--- src/rtl/fpu_sched_pkg.sv ---
// Shared types for the FP IP sharing scheduler: requester id, in-flight tag and
// the round-robin pointer reset value.
package fpu_sched_pkg;

    localparam int WIDTH_DEF = 32;

    typedef logic req_id_t;

    typedef struct packed {
        logic    valid;
        req_id_t id;
    } tag_t;

    localparam req_id_t RR_PTR_RST = 1'b0;

endpackage

--- src/rtl/fpu_tag_pipe.sv ---
// Shift register of in-flight tags that tracks operations through the FP IP.
// Exposes the oldest tag and whether any stage holds a live tag.
module fpu_tag_pipe
    import fpu_sched_pkg::*;
#(
    parameter int DEPTH = 8
) (
    input  logic clk,
    input  logic rst_n,
    input  tag_t tag_in,
    output tag_t tag_out,
    output logic any_valid
);

    tag_t tag_p [DEPTH];

    always_ff @(posedge clk or negedge rst_n) begin
        if (!rst_n) begin
            for (int i = 0; i < DEPTH; i++) tag_p[i] <= '0;
        end else begin
            tag_p[0] <= tag_in;
            for (int i = 1; i < DEPTH; i++) tag_p[i] <= tag_p[i-1];
        end
    end

    always_comb begin
        any_valid = 1'b0;
        for (int i = 0; i < DEPTH; i++) any_valid = any_valid | tag_p[i].valid;
    end

    assign tag_out = tag_p[DEPTH-1];

endmodule

--- src/rtl/fpu_share_sched.sv ---
// Round-robin sharing of one fixed-latency pipelined FP IP between two
// requesters, with per-requester in-flight limits and tagged result steering.
module fpu_share_sched
    import fpu_sched_pkg::*;
#(
    parameter int WIDTH   = WIDTH_DEF,
    parameter int LAT     = 7,
    parameter int MAX_OUT = 4
) (
    input  logic             clk,
    input  logic             rst_n,
    input  logic             req0_valid,
    output logic             req0_ready,
    input  logic [WIDTH-1:0] req0_a,
    input  logic [WIDTH-1:0] req0_b,
    input  logic             req1_valid,
    output logic             req1_ready,
    input  logic [WIDTH-1:0] req1_a,
    input  logic [WIDTH-1:0] req1_b,
    output logic             res0_valid,
    output logic [WIDTH-1:0] res0_data,
    output logic             res1_valid,
    output logic [WIDTH-1:0] res1_data,
    output logic [WIDTH-1:0] fpu_a,
    output logic [WIDTH-1:0] fpu_b,
    input  logic [WIDTH-1:0] fpu_res,
    output logic             busy
);

    localparam int                 CNT_W   = $clog2(MAX_OUT + 1);
    localparam logic [CNT_W-1:0]   CNT_MAX = CNT_W'(MAX_OUT);
    localparam logic [CNT_W-1:0]   CNT_ONE = CNT_W'(1);

    logic [CNT_W-1:0] out_cnt0, out_cnt1;
    req_id_t          rr_ptr;
    logic             elig0, elig1, acc0, acc1, ret0, ret1, pipe_busy;
    tag_t             tag_in, tag_out;

    // Arbitration: counters and pointer are registered, so a retire in the
    // same cycle never frees a slot early.
    assign elig0      = req0_valid && (out_cnt0 < CNT_MAX);
    assign elig1      = req1_valid && (out_cnt1 < CNT_MAX);
    assign req0_ready = rst_n && elig0 && (!elig1 || rr_ptr == 1'b0);
    assign req1_ready = rst_n && elig1 && (!elig0 || rr_ptr == 1'b1);
    assign acc0       = req0_valid && req0_ready;
    assign acc1       = req1_valid && req1_ready;

    assign tag_in = '{valid: acc0 | acc1, id: acc1};

    // One extra stage covers the operand register in front of the IP.
    fpu_tag_pipe #(.DEPTH(LAT + 1)) u_tag_pipe (
        .clk      (clk),
        .rst_n    (rst_n),
        .tag_in   (tag_in),
        .tag_out  (tag_out),
        .any_valid(pipe_busy)
    );

    assign ret0       = tag_out.valid && (tag_out.id == 1'b0);
    assign ret1       = tag_out.valid && (tag_out.id == 1'b1);
    assign res0_valid = ret0;
    assign res1_valid = ret1;
    assign res0_data  = ret0 ? fpu_res : '0;
    assign res1_data  = ret1 ? fpu_res : '0;
    assign busy       = pipe_busy || (out_cnt0 != '0) || (out_cnt1 != '0);

    always_ff @(posedge clk or negedge rst_n) begin
        if (!rst_n) begin
            fpu_a    <= '0;
            fpu_b    <= '0;
            rr_ptr   <= RR_PTR_RST;
            out_cnt0 <= '0;
            out_cnt1 <= '0;
        end else begin
            // Idle cycles feed 0+0 so the IP never sees stale operands.
            fpu_a <= acc0 ? req0_a : (acc1 ? req1_a : '0);
            fpu_b <= acc0 ? req0_b : (acc1 ? req1_b : '0);
            if (acc0)      rr_ptr <= 1'b1;
            else if (acc1) rr_ptr <= 1'b0;
            case ({acc0, ret0})
                2'b10:   out_cnt0 <= out_cnt0 + CNT_ONE;
                2'b01:   out_cnt0 <= out_cnt0 - CNT_ONE;
                default: out_cnt0 <= out_cnt0;
            endcase
            case ({acc1, ret1})
                2'b10:   out_cnt1 <= out_cnt1 + CNT_ONE;
                2'b01:   out_cnt1 <= out_cnt1 - CNT_ONE;
                default: out_cnt1 <= out_cnt1;
            endcase
        end
    end

endmodule

--- config.mk ---
export PLATFORM = sky130hd
export DESIGN_NAME = fpu_share_sched
export DESIGN_NICKNAME = d
export VERILOG_FILES = /design/src/rtl/fpu_sched_pkg.sv /design/src/rtl/fpu_tag_pipe.sv /design/src/rtl/fpu_share_sched.sv
export SDC_FILE = /design/constraint.sdc
export NUM_CORES = 1
export LEC_CHECK = 0
export ABC_AREA = 1
export CORE_AREA = 2 2 115 117
export DETAILED_ROUTE_END_ITERATION = 8
export DIE_AREA = 0 0 117 119
export PLACE_DENSITY = 0.83
export SYNTH_ARGS = -nofsm -noshare
export SYNTH_HDL_FRONTEND = slang
export SYNTH_SLANG_ARGS = --single-unit
--- constraint.sdc ---
create_clock -name clk -period 4.8 [get_ports clk]
set_clock_uncertainty 0.15 [all_clocks]
set_input_delay 1.44 -clock clk [delete_from_list [all_inputs] [get_ports clk]]
set_output_delay 1.44 -clock clk [all_outputs]
set_load 0.02 [all_outputs]
**Word-level counts from Yosys, hierarchy flattened**

Index checks and enable logic that the tools add are counted.
Widths: inputs -> output; s select.

- Register bits after elaboration: 87
- Output and inout port bits: 133
- Bits of input ports: 164
- Word-level logic and storage cells: 72

- Mux-type cells: 10
- Order comparisons: 2
- Equality and inequality tests: 4
- Bitwise operators: 10
- $add $sub $neg: 4
- Reduce and logical (&&, ||, !) cells: 21

Operators by type and width:

| kind | number |
|---|---|
| $mux 32 | 6 |
| $pmux 3 s2 | 2 |
| $logic_and 1x1->1 | 10 |
| $or 1x1->1 | 8 |
| $add 3x1->3 const B | 2 |
| $lt 3x3->1 const B | 2 |
| $reduce_bool 2->1 | 3 |
| $reduce_bool 3->1 | 2 |
| $sub 3x1->3 const B | 2 |
| $eq 2x1->1 const B | 2 |
| $eq 2x2->1 const B | 2 |
| $logic_or 1x1->1 | 4 |
| $logic_not 1->1 | 2 |
| $mux 1 | 2 |
| $not 1->1 | 2 |

**Depth between registers and ports, before layout**

Gate-level depths: netlist of the first run.

- Word-level depth: 9
- Gate-level depth with buffers: 12
- Mapped depth without buffers: 11

**By module**

Synthesis of the first run repeated with hierarchy kept, for this count alone.

- Cells, all modules: 483
- Area total of the unflattened synthesis: 4335.4 µm²

Modules (own cells, without submodules):

| module | sequential area each (µm²) | cells each | area each (µm²) | times used |
|---|---|---|---|---|
| fpu_share_sched | 1776.7 | 450 | 3863.7 | 1 |
| fpu_tag_pipe | 400.4 | 33 | 471.7 | 1 |

**Least setup slack after synthesis of the first run**

Ideal clock, no wire load.

- Kind: input to output
- From: input port rst_n
- To: output port req0_ready
- Slack: 1.270 ns
- Stages on the path: 5
- Path buffers: 1
- Data arrival time: 1.940 ns
- Required time: 3.210 ns
- Path through: nand3_2 -> inv_2 -> buf_4 -> nand2_1 -> inv_1

- Longest elaborated chain between the ends: 2

Ends and longest elaborated chain:

| element | line | source |
|---|---|---|
| start: declaration | fpu_share_sched.sv:11 | `input logic rst_n,` |
| $logic_and 1x1->1 (2 in series) | fpu_share_sched.sv:43 | `assign req0_ready = rst_n && elig0 && (!elig1 \|\| rr_ptr == 1'b0);` |
| end: declaration | fpu_share_sched.sv:13 | `output logic req0_ready,` |

Every way passes these cells.

**Worst setup path in the final report of the first run**

- From: input port req1_valid
- To: output port req1_ready

- Longest elaborated chain between the ends: 3

Ends and longest elaborated chain:

| element | line | source |
|---|---|---|
| start: declaration | fpu_share_sched.sv:16 | `input logic req1_valid,` |
| $logic_and 1x1->1 | fpu_share_sched.sv:42 | `assign elig1 = req1_valid && (out_cnt1 < CNT_MAX);` |
| $logic_and 1x1->1 (2 in series) | fpu_share_sched.sv:44 | `assign req1_ready = rst_n && elig1 && (!elig0 \|\| rr_ptr == 1'b1);` |
| end: declaration | fpu_share_sched.sv:17 | `output logic req1_ready,` |

Every way passes these cells.

==> results of run 1 <==
[registers in the layout, summed over array words and instances (netlist names)]
name                cells
fpu_b                  32
fpu_a                  32
u_tag_pipe.tag_out      2
u_tag_pipe.tag_p       14
out_cnt0                3
out_cnt1                3
rr_ptr                  1
[stage by stage]
step	setup slack, ns	util (%)	cells	total power, mW	hold WS, ns
3_3_place_gp	0.2881	54.73	920	2.104	0.1833
3_5_place_dp	0.2832	54.73	920	2.127	0.1887
4_1_cts	0.2723	57.07	934	2.863	0.2007
5_1_grt	0.2197	57.07	934	2.995	0.2063
6_report	0.2992	57.07	934	2.824	0.1982
2_1_floorplan	1.270	-	476	1.590	0.1812
[worst max-delay path: cells and delay by family]
family / cells / cell delay, ns
buf+inv: 3 / 1.21
simple gates: 3 / 0.25
[synthesized netlist by cell type, drive strengths merged]
| library cell | count | area [sq um] |
|---|---|---|
| nand3 | 135 | 740.7 |
| nand2 | 88 | 332.8 |
| dfrtp | 87 | 2177 |
| nor2 | 74 | 285.3 |
| inv | 49 | 183.9 |
| buf | 31 | 229.0 |
| clkbuf | 3 | 11.26 |
| fa | 2 | 40.04 |
| ha | 2 | 25.02 |
| nand4 | 2 | 12.51 |
| xnor2 | 2 | 17.52 |
| or2 | 1 | 6.260 |
[report_power, final]
part / internal [mW] / total (mW) / switching [mW]
combinational: 0.500 / 1.14 / 0.642
sequential: 0.884 / 0.957 / 0.0725
clock: 0.450 / 0.726 / 0.277
[path summary, 6_finish.rpt]
check / startpoint / end / slack [ns] / cells past startpoint
min in group asynchronous: rst_n / out_cnt1[2]$_DFFE_PN0P_ / 1.05 / 2
worst min-delay path: u_tag_pipe.tag_p[8]$_DFF_PN0_ / u_tag_pipe.tag_p[6]$_DFF_PN0_ / 0.20 / 0
worst max register to register: u_tag_pipe.tag_out[1]$_DFF_PN0_ / out_cnt1[2]$_DFFE_PN0P_ / 2.27 / 8
worst min register to register: u_tag_pipe.tag_p[8]$_DFF_PN0_ / u_tag_pipe.tag_p[6]$_DFF_PN0_ / 0.20 / 0
worst max-delay path: req1_valid / req1_ready / 0.30 / 6
max in group asynchronous: rst_n / fpu_b[20]$_DFF_PN0_ / 2.92 / 2
[cells by family after synthesis]
| logic type | after synthesis |
|---|---|
| fa+ha+maj | 4 |
| buf+inv | 83 |
| xor+xnor | 2 |
| flops | 87 |
| simple gates | 300 |
[layout make-up]
class,count,area share (%)
Clock buffer,10,3.116
Clock inverter,4,0.9876
Inverter,49,2.503
Multi-Input combinational cell,306,19.87
Sequential cell,87,29.63
Tap cell,176,2.997
Timing Repair Buffer,302,40.90
[layout by cell type (no fill, tap or decap), types with 2 or more instances in the layout]
| cell | synthesis | routed |
|---|---|---|
| clkdlybuf4s50_1 | 0 | 295 |
| nand3_1 | 122 | 122 |
| nand2_1 | 87 | 87 |
| dfrtp_1 | 87 | 87 |
| nor2_1 | 73 | 73 |
| inv_1 | 45 | 45 |
| nand3_2 | 13 | 13 |
| clkbuf_16 | 0 | 9 |
| buf_4 | 12 | 7 |
| inv_2 | 4 | 4 |
| nand4_1 | 2 | 2 |
| xnor2_1 | 2 | 2 |
| fa_1 | 2 | 2 |
| ha_1 | 2 | 2 |
| bufinv_16 | 0 | 2 |
[layer usage]
metal / vias up / track usage, % / routed length, um
met5: - / 0 / 0
met4: 0 / 7.941 / 466
met3: 20 / 8.295 / 1660
met2: 225 / 35.73 / 7034
met1: 1997 / 21.34 / 4820
li1: 2051 / - / -
==> parameters.txt, run 1 <==
Parameter                              Value

Critical path
  Critical Path Slowest Stage Cell ... clkdlybuf4s50_1
  Startpoint type of the worst setup path ... primary input
  Cell type with the highest occurrence count on the critical path ... clkdlybuf4s50_1
  Worst Setup Path Type ... primary input to primary output
  Chain of cells forming the critical path ... clkdlybuf4s50_1 -> nand2_2 -> nor2_4 -> nand2_1 -> inv_1 -> clkdlybuf4s50_1
  Critical Path Max Stage Delay ... 0.62 ns
  Critical path arrival ... 2.91 ns
  Top fanout value on the critical path ... 3
  Required arrival time at the worst endpoint ... 3.21 ns
  CP endpoint kind ... primary output

STA
  Setup TNS Final ... 0 ns
  Final Hold Viols ... 0
  Count of pins over their slew limit ... 0
  RSZ-0062 raised after global routing ... no
  Part of the cycle the worst path needs ... 93.77%
  Worst Max-Slew Pin Slew ... 1.038 ns
  Final setup vio count ... 0
  Max-slew headroom ... 30.61%
  Minimum clock period after layout ... 4.501 ns
  Max Clock Freq ... 222.2 MHz

Synthesis
  Fraction of the mapped netlist area in compound gates ... 0%
  Yosys warns ... 0
  Count of state elements after synthesis ... 87
  Adder and majority gate portion of the synthesized area ... 1.602%
  Fraction of synthesized area in multiplexers ... 0%
  Number of unique standard cell types used by synthesis ... 18
  Synth Instances ... 476
  Share of synthesized area occupied by flip-flops and latches ... 53.60%
  Simple-Gate Fraction of Synth Area ... 33.92%
  Dominant combinational cell family by area after synthesis ... simple AND/OR/NAND/NOR gates
  Post-synthesis average cell area ... 8.532 sq um
  Total standard cell area after synthesis ... 4061 sq um
  Total nets after synthesis ... 644
  Parity-gate share of the synthesized area counting xor and xnor cells ... 0.4313%

Floorplanning
  Placeable core region ... 12870 sq um
  Total Die Area ... 13920 sq um
  Die height ... 119 um
  Boundary Pins ... 297
  Die extent in x ... 117 um
  Standard-cell row count ... 42
  Initial cell density of the core ... 31.55%

Pwr
  Power per unit of standard cell area ... 384.4 nW/um^2
  Worst supply voltage drop on vdd ... 0.0002117 V
  Leakage dissipation ... 3.498 nW

Drt
  Drt first-iter violations ... 153
  TritonRoute pass-1 iters ... 6
  Total vias in the final route ... 4293
  Count of nets left with antenna violations after detail routing ... 0
  Average wire per standard cell ... 14.97 um
  Ratio of routed vias to standard cells ... 4.596
  Number of remaining DRC errors ... 0
  DRT Wirelength ... 13980 um

Final layout
  Syn-to-layout area delta ... 80.93%
  FF+latch area ... 2177 sq um
  Multi-input logic area ... 1460 sq um
  Share of final-layout standard cells stronger than drive strength 1 ... 5.277%
  Post-route standard cell area excluding fillers ... 7348 sq um
  Antenna diode count ... 0
  # nets final ... 923
  Number of filler instances in the final layout ... 1135

Clock network
  Clock tree root driver cell ... clkbuf_16
  Number of clock sinks ... 87
  Worst-Skew Late Latency ... 0.33 ns
  Clock buffers created by TritonCTS ... 9
  Number of resized instances in the post-cts repair step ... 0
  Clock tree from TritonCTS ... done
  Hold bufs inserted after CTS ... 0
  Worst-case clock buffer depth ... 2
  Number of buffers inserted by post-CTS setup repair ... 0
  Count of H-tree levels built during CTS ... 3
  Post-CTS clock slew at the launch and capture registers of the worst setup and hold paths ... 0.06 ns

Placement
  Port Buffers ... 296
  Total placed instance area ... 7047 sq um
  DP HPWL ... 10390 um
  Weighted congestion reported at the end of routability-driven placement ... 0.7830

Worst hold path
  Min-Delay Path Class ... flip-flop to flip-flop

Global route
  Via count of the first global-routing pass ... 4317
  Antenna violations before repair ... 0
  Sum of overflow across all layers after global routing ... 0
  First-pass GRT wire length ... 21810 um
  GRT Resource Usage Total ... 20.33%
  Pin count of the biggest net entering global routing ... 65

Job
  Max-Cap Viols ... 0

Outcome
  Run status ... completed
No activity file was read; power rests on OpenSTA's default activity.
==> run 2, diff against run 1 <==
Settings changed: CORE_AREA 2 2 115 117 to 2 2 117 119, DIE_AREA 0 0 117 119 to 0 0 119 121, SYNTH_HIERARCHICAL set to 1.
Clock period 4.8 ns to 4.6 ns, I/O delays scaled along.
==> run 2 against run 1 <==
Routed wire length is 4.2% higher. Worst setup slack worse by 0.14 ns. Count of clock-buffer cells in the layout is 2 higher. Combinational power rose by 9%. Sequential share of layout area decreased by 1.0 points. Sequential power up 3.7%. Global-route usage is 0.47 points higher. Highest routed layer unchanged.
==> parameters.txt, run 2 <==
Parameter                              Value

Placement
  Weighted congestion reported at the end of routability-driven placement ... 0.8883 (+13%)
  Port Buffers ... 296 (unchanged)
  DP HPWL ... 10650 um (+2.5%)
  Total placed instance area ... 7274 sq um (+3.2%)

Critical path
  Worst Setup Path Type ... primary input to primary output
  Top fanout value on the critical path ... 3 (unchanged)
  Required arrival time at the worst endpoint ... 3.07 ns (-0.14 ns)
  Startpoint type of the worst setup path ... primary input
  Critical path arrival ... 2.91 ns (about the same)
  CP endpoint kind ... primary output

Clock network
  Hold bufs inserted after CTS ... 0 (unchanged)
  Worst-case clock buffer depth ... 2 (unchanged)
  Worst-Skew Late Latency ... 0.34 ns (about the same)
  Count of H-tree levels built during CTS ... 3 (unchanged)
  Post-CTS clock slew at the launch and capture registers of the worst setup and hold paths ... 0.05 ns (about the same)
  Number of resized instances in the post-cts repair step ... 0 (unchanged)
  Clock buffers created by TritonCTS ... 9 (unchanged)
  Number of buffers inserted by post-CTS setup repair ... 0 (unchanged)
  Clock tree from TritonCTS ... done
  Number of clock sinks ... 87 (unchanged)
  Clock tree root driver cell ... clkbuf_16

Worst hold path
  Min-Delay Path Class ... flip-flop to flip-flop

Final layout
  Share of final-layout standard cells stronger than drive strength 1 ... 10.59% (+5.3 points)
  Biggest registers after layout ... fpu_a (32), fpu_b (32), u_tag_pipe/tag_p (14)
  Syn-to-layout area delta ... 75.50%
  Post-route standard cell area excluding fillers ... 7609 sq um (+3.5%)
  Share of the core filled with cells in the final layout ... 58.15% (+1.1 points)
  # nets final ... 928 (+0.54%)
  Commonest cells after routing, fill and taps aside ... 295 x clkdlybuf4s50_1, 88 x nand2_1, 87 x dfrtp_1
  Antenna diode count ... 0 (unchanged)
  Number of filler instances in the final layout ... 1122 (-1.1%)
  Leading cell type in the layout, fill and taps excluded ... clkdlybuf4s50_1
  Multi-input logic area ... 1658 sq um (+14%)
  FF+latch area ... 2177 sq um (unchanged)

STA
  Worst Max-Slew Pin Slew ... 1.027 ns (-0.01165 ns)
  Final Hold Viols ... 0 (unchanged)
  Setup TNS Final ... 0 ns (unchanged)
  Part of the cycle the worst path needs ... 96.44%
  Minimum clock period after layout ... 4.436 ns
  Max Clock Freq ... 225.4 MHz
  RSZ-0062 raised after global routing ... no
  Count of pins over their slew limit ... 0 (unchanged)
  Final setup vio count ... 0 (unchanged)
  Max-slew headroom ... 31.56% (+0.94 points)

Drt
  Number of remaining DRC errors ... 0 (unchanged)
  Average wire per standard cell ... 15.48 um (+3.4%)
  Ratio of routed vias to standard cells ... 4.594 (about the same)
  TritonRoute pass-1 iters ... 4 (-2)
  DRT Wirelength ... 14570 um (+4.2%)
  Count of nets left with antenna violations after detail routing ... 0 (unchanged)
  Total vias in the final route ... 4323 (+0.70%)
  Drt first-iter violations ... 178 (+16%)

Pwr
  Gate power share ... 40.9% (+0.5 points)
  Share of power burned in registers ... 32.7% (-1.2 points)
  Fraction of power consumed by the clock network ... 26.5% (+0.8 points)
  Worst supply voltage drop on vdd ... 0.0002036 V (-3.8%)
  Internal power contribution ... 1.959 mW (+6.8%)
  Switching part of the total power ... 35.54% (+0.46 points)
  Leakage dissipation ... 3.571 nW (+2.1%)
  Power per unit of standard cell area ... 399.3 nW/um^2 (+3.9%)
  Net switching power ... 1.080 mW (+9.0%)

Floorplanning
  Boundary Pins ... 297 (unchanged)
  Initial cell density of the core ... 33.13% (+1.6 points)
  Die extent in x ... 119 um (+1.7%)
  Standard-cell row count ... 42 (unchanged)
  Total Die Area ... 14400 sq um (+3.4%)
  Die height ... 121 um (+1.7%)
  Placeable core region ... 13090 sq um (+1.6%)

Synthesis
  Total standard cell area after synthesis ... 4335 sq um (+6.7%)
  Cell types occupying the most area after synthesis ... dfrtp_1 50%, nand3_2 12%, nand3_1 9.6%, nand2_1 7.6%, nor2_1 5.9%
  Area share of the largest cell type after synthesis ... 50.22% (-3.4 points)
  Most common library cells after synthesis ... 88 x nand2_1, 87 x dfrtp_1, 83 x nand3_1
  Number of unique standard cell types used by synthesis ... 19 (+1)
  Share of synthesized area occupied by flip-flops and latches ... 50.22% (-3.4 points)
  Yosys warns ... 6 (+6)
  Top FF cell, synth ... dfrtp_1
  EDFF count, synth ... 0 (unchanged)
  Post-synthesis average cell area ... 8.976 sq um (+5.2%)
  Count of state elements after synthesis ... 87 (unchanged)
  Total nets after synthesis ... 651 (+1.1%)
  Fraction of synthesis flops using an asynchronous set or reset pin ... 100.0% (unchanged)
  Synth Instances ... 483 (+1.5%)
  Dominant cell type by area after synthesis ... dfrtp_1
  Cell with the most instances after synthesis ... nand2_1

Global route
  GRT Resource Usage Total ... 20.81% (+0.47 points)
  First-pass GRT wire length ... 23140 um (+6.1%)
  Pin count of the biggest net entering global routing ... 80 (+23%)
  Via count of the first global-routing pass ... 4402 (+2.0%)
  Antenna violations before repair ... 0 (unchanged)
  Sum of overflow across all layers after global routing ... 0 (unchanged)

Job
  Max-Cap Viols ... 0 (unchanged)

Outcome
  Run status ... completed
-- run 2: changes by cell type in the layout (fill, tap and decap cells not counted), moves of 2 or more --
cell / delta
nor2_1: -5
nand3_1: -40
clkbuf_8: +2
clkinv_4: +2
inv_1: +8
nand3_2: +39
-- run 2: cell families (layout without fill, tap and decap cells) --
kind of cell / Yosys count / in the layout / synth area share (%)
simple gates: 297 / 297 / 36.05
buf+inv: 93 / 375 / 11.83
flops: 87 / 87 / 50.22
fa+ha+maj: 4 / 4 / 1.501
xor+xnor: 2 / 2 / 0.4041
-- run 2: layout make-up --
cell class              count  area share, %
repair buffers            302          39.50
flip-flops and latches     87          28.61
multi-input cells         303          21.79
clock buffers              12          3.371
well taps                 176          2.894
inverters                  57          2.812
clock inverters             4          1.020
-- run 2: layer usage --
layer	part of all wire (%)	vias up	track usage (%)	routed length (um)
met2	52	217	37.25	7572
met1	35	2019	21.69	5092
li1	-	2062	-	-
met4	2.8	0	8.259	402
met5	0	-	0	0
met3	10	25	8.506	1499
-- run 2: worst paths after layout --
check	startpoint	end	slack (ns)	cells after the start
min reg2reg	u_tag_pipe/tag_p[2]$_DFF_PN0_	u_tag_pipe/tag_out[0]$_DFF_PN0_	0.20	0
max reg2reg	u_tag_pipe/tag_out[1]$_DFF_PN0_	out_cnt1[2]$_DFFE_PN0P_	2.45	8
min	u_tag_pipe/tag_p[2]$_DFF_PN0_	u_tag_pipe/tag_out[0]$_DFF_PN0_	0.20	0
min in group asynchronous	rst_n	fpu_a[7]$_DFF_PN0_	0.72	1
max	req1_valid	req1_ready	0.16	6
max in group asynchronous	rst_n	fpu_b[15]$_DFF_PN0_	2.35	2
-- run 2: worst max-delay path: stages --
cell,delay [ns]
clkdlybuf4s50_1,0.55
nand2_2,0.09
nor2_4,0.09
nand2_1,0.10
inv_1,0.07
clkdlybuf4s50_1,0.62
-- run 2: metrics by stage --
step                worst slack, ns  total power [mW]  hold WS, ns  instances
floorplan                     1.142             1.710       0.1812        483
global placement             0.1964             2.239       0.1835        925
detailed placement           0.1674             2.261       0.1857        925
CTS                          0.1593             3.082       0.1996        941
global route                0.09573             3.217       0.2114        941
finish                       0.1640             3.038       0.1972        941
-- run 2: power groups by stage --
stage / sequential (mW) / combinational (mW) / clock (mW)
after floorplan: 1.13 / 0.584 / 0
after global placement: 1.00 / 1.24 / 0
after detailed placement: 1.01 / 1.25 / 0
after CTS: 0.994 / 1.26 / 0.826
after global routing: 1.01 / 1.35 / 0.853
final: 0.992 / 1.24 / 0.805
